==> src/rtl/adc3wire_pkg.sv <==
// Shared definitions for the KAT ADC 3-wire configuration interface.
// Holds the responder FSM state encoding and the frame field positions.
// The configuration master builds its frames from the same constants.
`timescale 1ns/1ps
package adc3wire_pkg;

  typedef enum logic [1:0] {
    ST_ARM   = 2'd0,
    ST_IDLE  = 2'd1,
    ST_SHIFT = 2'd2,
    ST_CHECK = 2'd3
  } state_e;

  localparam int FRAME_BITS = 32;
  localparam int HEADER_MSB = 31;
  localparam int HEADER_LSB = 20;
  localparam int ADDR_MSB   = 19;
  localparam int ADDR_LSB   = 16;
  localparam int DATA_MSB   = 15;
  localparam int DATA_LSB   = 0;

  // The bit counter stops one past a full frame, so long frames stay distinguishable.
  localparam logic [5:0] BIT_CNT_MAX = 6'(FRAME_BITS + 1);

endpackage

==> src/rtl/adc3wire_sync.sv <==
// Multi-stage synchroniser for one asynchronous serial input.
// Ports:
//   clk  - system clock
//   rst  - asynchronous active-high reset, clears every stage to 0
//   d    - asynchronous input
//   q    - synchronised output, SYNC_STAGES cycles of latency
`timescale 1ns/1ps
module adc3wire_sync
  import adc3wire_pkg::*;
#(
  parameter int SYNC_STAGES = 2
) (
  input  logic clk,
  input  logic rst,
  input  logic d,
  output logic q
);

  logic [SYNC_STAGES-1:0] sync_q;
  logic [SYNC_STAGES-1:0] sync_d;

  always_comb begin
    sync_d = {sync_q[SYNC_STAGES-2:0], d};
  end

  always_ff @(posedge clk or posedge rst) begin
    if (rst) begin
      sync_q <= '0;
    end else begin
      sync_q <= sync_d;
    end
  end

  assign q = sync_q[SYNC_STAGES-1];

endmodule

==> src/rtl/adc3wire_responder.sv <==
// ADC-side responder of the 3-wire configuration interface.
// Decodes 32-bit write frames {header[11:0], addr[3:0], data[15:0]} into a
// 16 x 16-bit register file, flags each committed write and each rejected
// frame with one-cycle pulses, and provides registered readback.
// Ports:
//   wb_clk_i, wb_rst_i         - system clock, asynchronous active-high reset
//   adc3wire_clk/data/strobe   - serial interface from the configuration master
//   rd_addr / rd_data          - register readback, one cycle of latency
//   wr_valid/wr_addr/wr_data   - committed-write pulse and its address/data
//   frame_err / err_cnt        - rejected-frame pulse and saturating counter
//   err_clr                    - synchronous clear of err_cnt (wins over an increment)
//   busy                       - high while a frame is being shifted in
`timescale 1ns/1ps
module adc3wire_responder
  import adc3wire_pkg::*;
#(
  parameter bit          STROBE_ACTIVE_LOW = 1'b1,
  parameter logic [11:0] HEADER            = 12'h001,
  parameter int          SYNC_STAGES       = 2
) (
  input  logic        wb_clk_i,
  input  logic        wb_rst_i,
  input  logic        adc3wire_clk,
  input  logic        adc3wire_data,
  input  logic        adc3wire_strobe,
  input  logic [3:0]  rd_addr,
  output logic [15:0] rd_data,
  output logic        wr_valid,
  output logic [3:0]  wr_addr,
  output logic [15:0] wr_data,
  output logic        frame_err,
  output logic [7:0]  err_cnt,
  input  logic        err_clr,
  output logic        busy
);

  logic sclk_s, sdata_s, sstb_s;
  logic sclk_rise, strobe_act, frame_ok, commit_err;

  state_e      state_q, state_d;
  logic        sclk_prev_q, sclk_prev_d;
  logic [5:0]  bit_cnt_q, bit_cnt_d;
  logic [31:0] shift_q, shift_d;
  logic [15:0] regs_q [16];
  logic [15:0] regs_d [16];
  logic [15:0] rd_data_q, rd_data_d;
  logic        wr_valid_q, wr_valid_d;
  logic [3:0]  wr_addr_q, wr_addr_d;
  logic [15:0] wr_data_q, wr_data_d;
  logic        frame_err_q, frame_err_d;
  logic [7:0]  err_cnt_q, err_cnt_d;

  // Equal-depth synchronisers keep clk, data and strobe mutually aligned.
  adc3wire_sync #(.SYNC_STAGES(SYNC_STAGES)) u_sync_clk (
    .clk(wb_clk_i), .rst(wb_rst_i), .d(adc3wire_clk), .q(sclk_s));
  adc3wire_sync #(.SYNC_STAGES(SYNC_STAGES)) u_sync_data (
    .clk(wb_clk_i), .rst(wb_rst_i), .d(adc3wire_data), .q(sdata_s));
  adc3wire_sync #(.SYNC_STAGES(SYNC_STAGES)) u_sync_stb (
    .clk(wb_clk_i), .rst(wb_rst_i), .d(adc3wire_strobe), .q(sstb_s));

  assign sclk_rise  = sclk_s & ~sclk_prev_q;
  assign strobe_act = STROBE_ACTIVE_LOW ? ~sstb_s : sstb_s;
  assign frame_ok   = (bit_cnt_q == 6'(FRAME_BITS)) &&
                      (shift_q[HEADER_MSB:HEADER_LSB] == HEADER);

  always_comb begin
    state_d     = state_q;
    sclk_prev_d = sclk_s;
    bit_cnt_d   = bit_cnt_q;
    shift_d     = shift_q;
    regs_d      = regs_q;
    wr_valid_d  = 1'b0;
    wr_addr_d   = wr_addr_q;
    wr_data_d   = wr_data_q;
    frame_err_d = 1'b0;
    commit_err  = 1'b0;

    case (state_q)
      // Out of reset the strobe may already be mid-frame; wait for it to go idle.
      ST_ARM: begin
        if (!strobe_act) state_d = ST_IDLE;
      end
      ST_IDLE: begin
        if (strobe_act) begin
          state_d   = ST_SHIFT;
          bit_cnt_d = '0;
          shift_d   = '0;
        end
      end
      // A clock edge coinciding with strobe release is not part of the frame.
      ST_SHIFT: begin
        if (!strobe_act) begin
          state_d = ST_CHECK;
        end else if (sclk_rise) begin
          shift_d = {shift_q[30:0], sdata_s};
          if (bit_cnt_q != BIT_CNT_MAX) bit_cnt_d = bit_cnt_q + 6'd1;
        end
      end
      ST_CHECK: begin
        state_d = ST_IDLE;
        if (frame_ok) begin
          regs_d[shift_q[ADDR_MSB:ADDR_LSB]] = shift_q[DATA_MSB:DATA_LSB];
          wr_valid_d = 1'b1;
          wr_addr_d  = shift_q[ADDR_MSB:ADDR_LSB];
          wr_data_d  = shift_q[DATA_MSB:DATA_LSB];
        end else begin
          frame_err_d = 1'b1;
          commit_err  = 1'b1;
        end
      end
      default: state_d = ST_ARM;
    endcase

    if (err_clr) begin
      err_cnt_d = commit_err ? 8'd1 : 8'd0;
    end else if (commit_err && (err_cnt_q != 8'hFF)) begin
      err_cnt_d = err_cnt_q + 8'd1;
    end else begin
      err_cnt_d = err_cnt_q;
    end

    // Reads the pre-write contents, so a same-cycle write shows up one cycle later.
    rd_data_d = regs_q[rd_addr];
  end

  always_ff @(posedge wb_clk_i or posedge wb_rst_i) begin
    if (wb_rst_i) begin
      state_q     <= ST_ARM;
      sclk_prev_q <= 1'b0;
      bit_cnt_q   <= '0;
      shift_q     <= '0;
      for (int i = 0; i < 16; i++) regs_q[i] <= '0;
      rd_data_q   <= '0;
      wr_valid_q  <= 1'b0;
      wr_addr_q   <= '0;
      wr_data_q   <= '0;
      frame_err_q <= 1'b0;
      err_cnt_q   <= '0;
    end else begin
      state_q     <= state_d;
      sclk_prev_q <= sclk_prev_d;
      bit_cnt_q   <= bit_cnt_d;
      shift_q     <= shift_d;
      regs_q      <= regs_d;
      rd_data_q   <= rd_data_d;
      wr_valid_q  <= wr_valid_d;
      wr_addr_q   <= wr_addr_d;
      wr_data_q   <= wr_data_d;
      frame_err_q <= frame_err_d;
      err_cnt_q   <= err_cnt_d;
    end
  end

  assign rd_data   = rd_data_q;
  assign wr_valid  = wr_valid_q;
  assign wr_addr   = wr_addr_q;
  assign wr_data   = wr_data_q;
  assign frame_err = frame_err_q;
  assign err_cnt   = err_cnt_q;
  assign busy      = (state_q == ST_SHIFT);

endmodule

==> config.mk <==
export PLATFORM = sky130hd
export DESIGN_NAME = adc3wire_responder
export DESIGN_NICKNAME = d
export VERILOG_FILES = /design/src/rtl/adc3wire_pkg.sv /design/src/rtl/adc3wire_sync.sv /design/src/rtl/adc3wire_responder.sv
export SDC_FILE = /design/constraint.sdc
export NUM_CORES = 1
export LEC_CHECK = 0
export BUFFER_PORTS_ARGS = -buffer_cell sky130_fd_sc_hd__buf_4
export CAP_MARGIN = 30
export CELL_PAD_IN_SITES_DETAIL_PLACEMENT = 0
export CELL_PAD_IN_SITES_GLOBAL_PLACEMENT = 1
export CORE_AREA = 3 3 253 255
export CTS_CLUSTER_DIAMETER = 80
export DETAILED_ROUTE_END_ITERATION = 12
export DIE_AREA = 0 0 256 258
export PLACE_DENSITY = 0.49
export SYNTH_ARGS = -nofsm -noshare
export SYNTH_HDL_FRONTEND = slang
export SYNTH_SLANG_ARGS = --single-unit
==> constraint.sdc <==
create_clock -name wb_clk_i -period 35.3 [get_ports wb_clk_i]
set_input_delay 7.06 -clock wb_clk_i [delete_from_list [all_inputs] [get_ports wb_clk_i]]
set_output_delay 7.06 -clock wb_clk_i [all_outputs]
set_load 0.005 [all_outputs]
==> impl_metrics.env, run 1 <==
export IMPL_synth_edf_count=0
export IMPL_placed_area_sq_mm=0.0167
export IMPL_reg2regPathDepth=6
export IMPL_final_cell_mix="349 x dfrtp_1, 248 x mux2_2, 80 x mux4_2"
export IMPL_slew_headroom_pct=39.8
export IMPL_row_count=91
export IMPL_drv_slew=0
export IMPL_final_cell_count_no_fill=1915
export IMPL_post_cts_resized=0
export IMPL_htree_levels=2
export IMPL_start_util_pct=25.0
export IMPL_ios=57
export IMPL_cts_tree="yes"
export IMPL_maxCapViolations=0
export IMPL_drive_gt1_share_pct=48.3
export IMPL_die_area_sq_mm=0.0660
export IMPL_syn_to_final_growth_pct=17.5
export IMPL_antenna_found_initial=0
export IMPL_die_width_um=256
export IMPL_startpoint_type="input port"
export IMPL_crit_path_top_delay_cell="buf_4"
export IMPL_clockRootBuffer="clkbuf_16"
export IMPL_clk_pin_slew_ns=0.06
export IMPL_critical_path_buf_inv_count=2
export IMPL_wl_per_cell_um=21.4
export IMPL_grt_setup_unrepaired="no"
export IMPL_path_cells="buf_4, buf_4, mux4_2, mux4_2"
export IMPL_finalSetupTns_ns=0
export IMPL_seq_area_frac_synth_pct=56.4
export IMPL_numCtsBuffers=44
export IMPL_fin_nets=1061
export IMPL_max_freq_ghz=0.112
export IMPL_clock_sinks=349
export IMPL_grt_max_degree=119
export IMPL_setup_viol=0
export IMPL_layout_commonest_cell="dfrtp_1"
export IMPL_ctsHoldBuffers=0
export IMPL_end_kind="flip-flop"
export IMPL_finClkSkew_ns=0.0287
export IMPL_crit_family="buffers and inverters"
export IMPL_port_buffers=56
export IMPL_hold_slack_ns=0.347
export IMPL_worst_pin_slew_ns=0.903
export IMPL_p_leak_nw=8.85
export IMPL_hold_viol=0
export IMPL_place_detailed_hpwl_um=21900
export IMPL_ys_types=45
export IMPL_yosysTopAreaCellShare_pct=56.4
export IMPL_gr_total_overflow=0
export IMPL_clock_latency_ns=0.57
export IMPL_status="complete, no violations"
export IMPL_fin_crit_ns=8.92
export IMPL_cp_num_cells=4
export IMPL_drt_initial_drc_count=349
export IMPL_period_share_pct=25.3
export IMPL_powerDensity_mw_per_mm2=51.0
export IMPL_drtAntennaViolNets=0
export IMPL_diodes=0
export IMPL_hold_path_depth=0
export IMPL_track_usage_pct=12.5
export IMPL_via_per_inst=4.41
export IMPL_dp_cells=1833
export IMPL_slowest_delay_ns=0.72
export IMPL_firstDrtPassIters=4
export IMPL_fillCellCount=6185
export IMPL_synth_largest_area_cell="dfrtp_1"
export IMPL_worstSetupPathType="input port to flip-flop"
export IMPL_die_h_um=258
export IMPL_via_count=8450
export IMPL_routed_wl_um=40900
export IMPL_coreArea_sq_mm=0.0618
export IMPL_syn_area_per_cell_sq_um=15.3
export IMPL_syn_area_sq_mm=0.0155
export IMPL_drc=0
export IMPL_crit_arrival_ns=9.37
export IMPL_syn_inst=1012
export IMPL_gp_congestion=0.665
export IMPL_ir_drop_v=0.0000282
export IMPL_finalInstanceArea_sq_mm=0.0182
export IMPL_first_global_vias=9201
export IMPL_synth_main_ff_cell="dfrtp_1"
export IMPL_final_util_pct=29.4
export IMPL_postCtsSetupRepairBufs=0
export IMPL_worstPathMaxFanout=36
export IMPL_synth_area_top_cells="dfrtp_1 56%, mux2_2 18%, mux4_2 12%, mux2_4 2.9%, nand2_1 1.8%"
export IMPL_hold_path_class="flip-flop to flip-flop"
export IMPL_cts_max_path_buffers=3
export IMPL_yosys_register_bits=349
export IMPL_grt_pass1_wl_um=61600
export IMPL_syn_num_nets=1030
export IMPL_async_flop_share_pct=100
export IMPL_critPathRequiredTime_ns=35.75
export IMPL_yosys_warnings=0
==> final timing paths <==
check / start / endpoint / slack (ns)
setup / recovery: rd_addr[0] / rd_data[13]$_DFF_PP0_ / 26.38
hold / removal: u_sync_stb.sync_q[0]$_DFF_PP0_ / u_sync_stb.sync_q[1]$_DFF_PP0_ / 0.35
setup reg to reg: bit_cnt_q[3]$_DFFE_PP0P_ / regs_q[131]$_DFFE_PP0P_ / 31.72
hold reg to reg: u_sync_stb.sync_q[0]$_DFF_PP0_ / u_sync_stb.sync_q[1]$_DFF_PP0_ / 0.35
max in group asynchronous: wb_rst_i / regs_q[48]$_DFFE_PP0P_ / 26.44
min in group asynchronous: wb_rst_i / u_sync_data.sync_q[1]$_DFF_PP0_ / 6.69
==> synth_stat cells, drive strengths merged (5+ instances only) <==
cell	n
dfrtp	349
mux2	279
mux4	80
nand2	75
buf	48
clkbuf	42
nand3	28
nor2	14
o21ai	14
nor2b	11
a21oi	9
nand4	9
ha	8
inv	5
==> power breakdown <==
| group | switching [W] | internal (W) |
|---|---|---|
| combinational | 0.0000458 | 0.0000187 |
| sequential | 0.00000795 | 0.000405 |
| clock | 0.000181 | 0.000269 |
==> state kept, by name, indices dropped and copies added, names as in the netlist, 2 cells and up <==
name	count
bit_cnt_q	6
err_cnt	8
rd_data	16
regs_q	256
shift_q	32
state_q	2
u_sync_clk.sync_q	2
u_sync_data.sync_q	2
u_sync_stb.sync_q	2
wr_addr	4
wr_data	16
==> cells by family (layout without fill, tap and decap cells) <==
kind of cell	after synthesis	after routing	synth area share (%)
fa+ha+maj	8	8	0.647
buf+inv	95	161	2.76
flops	349	349	56.4
mux	360	360	32.7
compound gates	35	35	1.34
simple gates	163	163	6.01
xor+xnor	2	2	0.113
==> through the flow <==
stage               setup WS [ns]  power (W)
floorplan                   18.56   0.000460
global placement            25.71   0.000487
detailed placement          25.66   0.000488
CTS                         26.30   0.000947
global route                26.02   0.000969
finish                      26.38   0.000927
==> routing by layer <==
metal  GRT usage [%]  wire [um]  vias up
li1                -          -     3748
met1            17.7      20200     4547
met2            19.8      18700      106
met3            1.98       1180       49
met4            3.45        778        0
met5               0          0        -
==> area by class of cell <==
cell class | instances | area, sq um | share of cell area [%]
Multi-Input combinational cell | 568 | 6330 | 34.8
Timing Repair Buffer | 75 | 583 | 3.21
Sequential cell | 349 | 8730 | 48.0
Inverter | 5 | 26.3 | 0.144
Clock inverter | 13 | 139 | 0.764
Clock buffer | 68 | 1330 | 7.33
Tap cell | 837 | 1050 | 5.76
Power figures use the tool's default switching activity.
==> run 2: changes to the inputs <==
--- a/config.mk
+++ b/config.mk
@@ -13,7 +13,7 @@
 export CTS_CLUSTER_DIAMETER = 80
 export DETAILED_ROUTE_END_ITERATION = 12
 export DIE_AREA = 0 0 256 258
-export PLACE_DENSITY = 0.49
+export PLACE_DENSITY = 0.5
 export SYNTH_ARGS = -nofsm -noshare
 export SYNTH_HDL_FRONTEND = slang
 export SYNTH_SLANG_ARGS = --single-unit
==> constraint.sdc (replaced) <==
create_clock -name wb_clk_i -period 8.2 [get_ports wb_clk_i]
set_input_delay 1.64 -clock wb_clk_i [delete_from_list [all_inputs] [get_ports wb_clk_i]]
set_output_delay 1.64 -clock wb_clk_i [all_outputs]
set_load 0.005 [all_outputs]
==> run 2 against run 1 <==
Effect of this change:
- clock skew fell by 0.0047 ns
- global-route usage barely moved
- combinational power rose to 4.2 times the previous value
- core utilization about the same
- clock power rose to 4.2 times the previous value
- register-to-register slack worse by 27 ns
- first-iteration DRC count up 21%
- total power grew to 4.2 times the previous value
- setup slack got worse by 22 ns
- largest cell class unchanged
- largest power group unchanged
- highest routed layer unchanged
==> impl_metrics.env, run 2 (same netlist as run 1, synthesis figures left out) <==
export IMPL_status="complete, no violations"
export IMPL_clock_latency_ns=0.57
export IMPL_largestRegisters="regs_q: 256 flops, shift_q: 32 flops"
export IMPL_hold_path_class="flip-flop to flip-flop"
export IMPL_hold_path_depth=0
export IMPL_grt_setup_unrepaired="no"
export IMPL_rr_endpoint="regs_q[216]$_DFFE_PP0P_"
export IMPL_worstPathMaxFanout=37
export IMPL_cpMostUsedCell="buf_4"
export IMPL_drc=0
export IMPL_worst_pin_slew_ns=0.813
export IMPL_fin_nets=1062
export IMPL_hold_viol=0
export IMPL_drive_gt1_share_pct=48.0
export IMPL_start_util_pct=25.0
export IMPL_ir_drop_v=0.000128
export IMPL_ff2ff_setup_slack_ns=4.53
export IMPL_antenna_found_initial=1
export IMPL_crit_arrival_ns=4.11
export IMPL_dp_cells=1835
export IMPL_clockRootBuffer="clkbuf_16"
export IMPL_clk_pin_slew_ns=0.06
export IMPL_largest_reg_flops=256
export IMPL_cts_tree="yes"
export IMPL_slowest_delay_ns=0.63
export IMPL_track_usage_pct=12.5
export IMPL_ios=57
export IMPL_via_count=8581
export IMPL_postCtsSetupRepairBufs=0
export IMPL_r2r_start="bit_cnt_q[2]$_DFFE_PP0P_"
export IMPL_reg2regPathDepth=7
export IMPL_layout_commonest_cell="dfrtp_1"
export IMPL_syn_to_final_growth_pct=17.6
export IMPL_crit_path_top_delay_cell="nor4b_1"
export IMPL_die_width_um=256
export IMPL_final_cell_count_no_fill=1911
export IMPL_gr_total_overflow=0
export IMPL_first_global_vias=9471
export IMPL_ctsHoldBuffers=0
export IMPL_powerDensity_mw_per_mm2=216
export IMPL_finClkSkew_ns=0.0240
export IMPL_gp_congestion=0.690
export IMPL_worstSetupPathType="flip-flop to flip-flop"
export IMPL_via_per_inst=4.49
export IMPL_final_cell_mix="349 x dfrtp_1, 248 x mux2_2, 80 x mux4_2"
export IMPL_drtAntennaViolNets=0
export IMPL_grt_pass1_wl_um=62300
export IMPL_critPathRequiredTime_ns=8.64
export IMPL_slew_headroom_pct=45.8
export IMPL_regMostFlops="regs_q"
export IMPL_numCtsBuffers=44
export IMPL_routed_wl_um=40200
export IMPL_place_detailed_hpwl_um=23000
export IMPL_coreArea_sq_mm=0.0618
export IMPL_setup_viol=0
export IMPL_drt_initial_drc_count=421
export IMPL_fin_crit_ns=3.67
export IMPL_die_h_um=258
export IMPL_startpoint_type="flip-flop"
export IMPL_p_leak_nw=8.85
export IMPL_firstDrtPassIters=4
export IMPL_grt_max_degree=128
export IMPL_hold_start="u_sync_data.sync_q[0]$_DFF_PP0_"
export IMPL_clock_sinks=349
export IMPL_finalSetupTns_ns=0
export IMPL_die_area_sq_mm=0.0660
export IMPL_period_share_pct=44.7
export IMPL_drv_slew=0
export IMPL_wl_per_cell_um=21.1
export IMPL_row_count=91
export IMPL_diodes=0
export IMPL_fillCellCount=6263
export IMPL_maxCapViolations=0
export IMPL_hold_end="u_sync_data.sync_q[1]$_DFF_PP0_"
export IMPL_post_cts_resized=0
export IMPL_max_freq_ghz=0.273
export IMPL_cts_max_path_buffers=3
export IMPL_htree_levels=2
export IMPL_port_buffers=56
export IMPL_path_cells="nor4b_1, and3_1, and3_2, buf_4, nand4bb_1, buf_4, mux2_2"
export IMPL_end_kind="flip-flop"
export IMPL_final_util_pct=29.4
[run 2: cell types whose count changed in the layout (fill, tap and decap cells not counted), sizes merged]
| cell | change |
|---|---|
| clkbuf | -1 |
| clkinv | -4 |
| buf | +1 |
[run 2: final cells by class]
type / instances / area, sq um / share of cell area, %
well taps: 837 / 1050 / 5.75
multi-input cells: 568 / 6330 / 34.8
clock buffers: 67 / 1310 / 7.19
clock inverters: 9 / 97.6 / 0.536
repair buffers: 76 / 663 / 3.64
inverters: 5 / 22.5 / 0.124
flip-flops and latches: 349 / 8730 / 48.0
[run 2: report_power, final]
part | internal [W] | switching (W) | total, W
Combinational | 0.0000799 | 0.000193 | 0.000273
Sequential | 0.00174 | 0.0000334 | 0.00178
Clock | 0.00113 | 0.000757 | 0.00189
Total | 0.00296 | 0.000983 | 0.00394
[run 2: worst max-delay path: cells and delay by family (launching register included)]
kind | cells | cell delay (ns)
buf+inv | 2 | 1.02
flops | 1 | 0.43
mux | 1 | 0.31
simple gates | 4 | 1.75
[run 2: how the worst max path moves through the flow]
stage	slack, ns	startpoint	depth (start not counted)	to
2_1_floorplan	1.89	wb_rst_i	1	bit_cnt_q[0]$_DFFE_PP0P_
3_3_place_gp	3.97	rd_addr[0]	4	rd_data[12]$_DFF_PP0_
3_5_place_dp	3.95	rd_addr[0]	4	rd_data[11]$_DFF_PP0_
4_1_cts	4.47	bit_cnt_q[2]$_DFFE_PP0P_	7	regs_q[216]$_DFFE_PP0P_
5_1_grt	4.28	bit_cnt_q[2]$_DFFE_PP0P_	7	regs_q[216]$_DFFE_PP0P_
6_report	4.53	bit_cnt_q[2]$_DFFE_PP0P_	7	regs_q[216]$_DFFE_PP0P_
[run 2: routing by layer]
metal / global-route usage (%) / part of all wire (%) / up-vias
li1: - / - / 3758
met4: 2.63 / 1.9 / 0
met5: 0 / 0 / -
met3: 2.35 / 3.3 / 49
met2: 20.0 / 46 / 116
met1: 17.7 / 49 / 4658
[run 2: through the flow]
step | hold slack (ns) | instance area (sq um) | total power [W] | worst slack, ns
floorplan | 0.331 | 15500 | 0.00198 | 1.89
global placement | 0.336 | 16700 | 0.00209 | 3.97
detailed placement | 0.337 | 16800 | 0.00209 | 3.95
CTS | 0.348 | 18200 | 0.00402 | 4.47
global route | 0.361 | 18200 | 0.00412 | 4.28
finish | 0.346 | 18200 | 0.00394 | 4.53
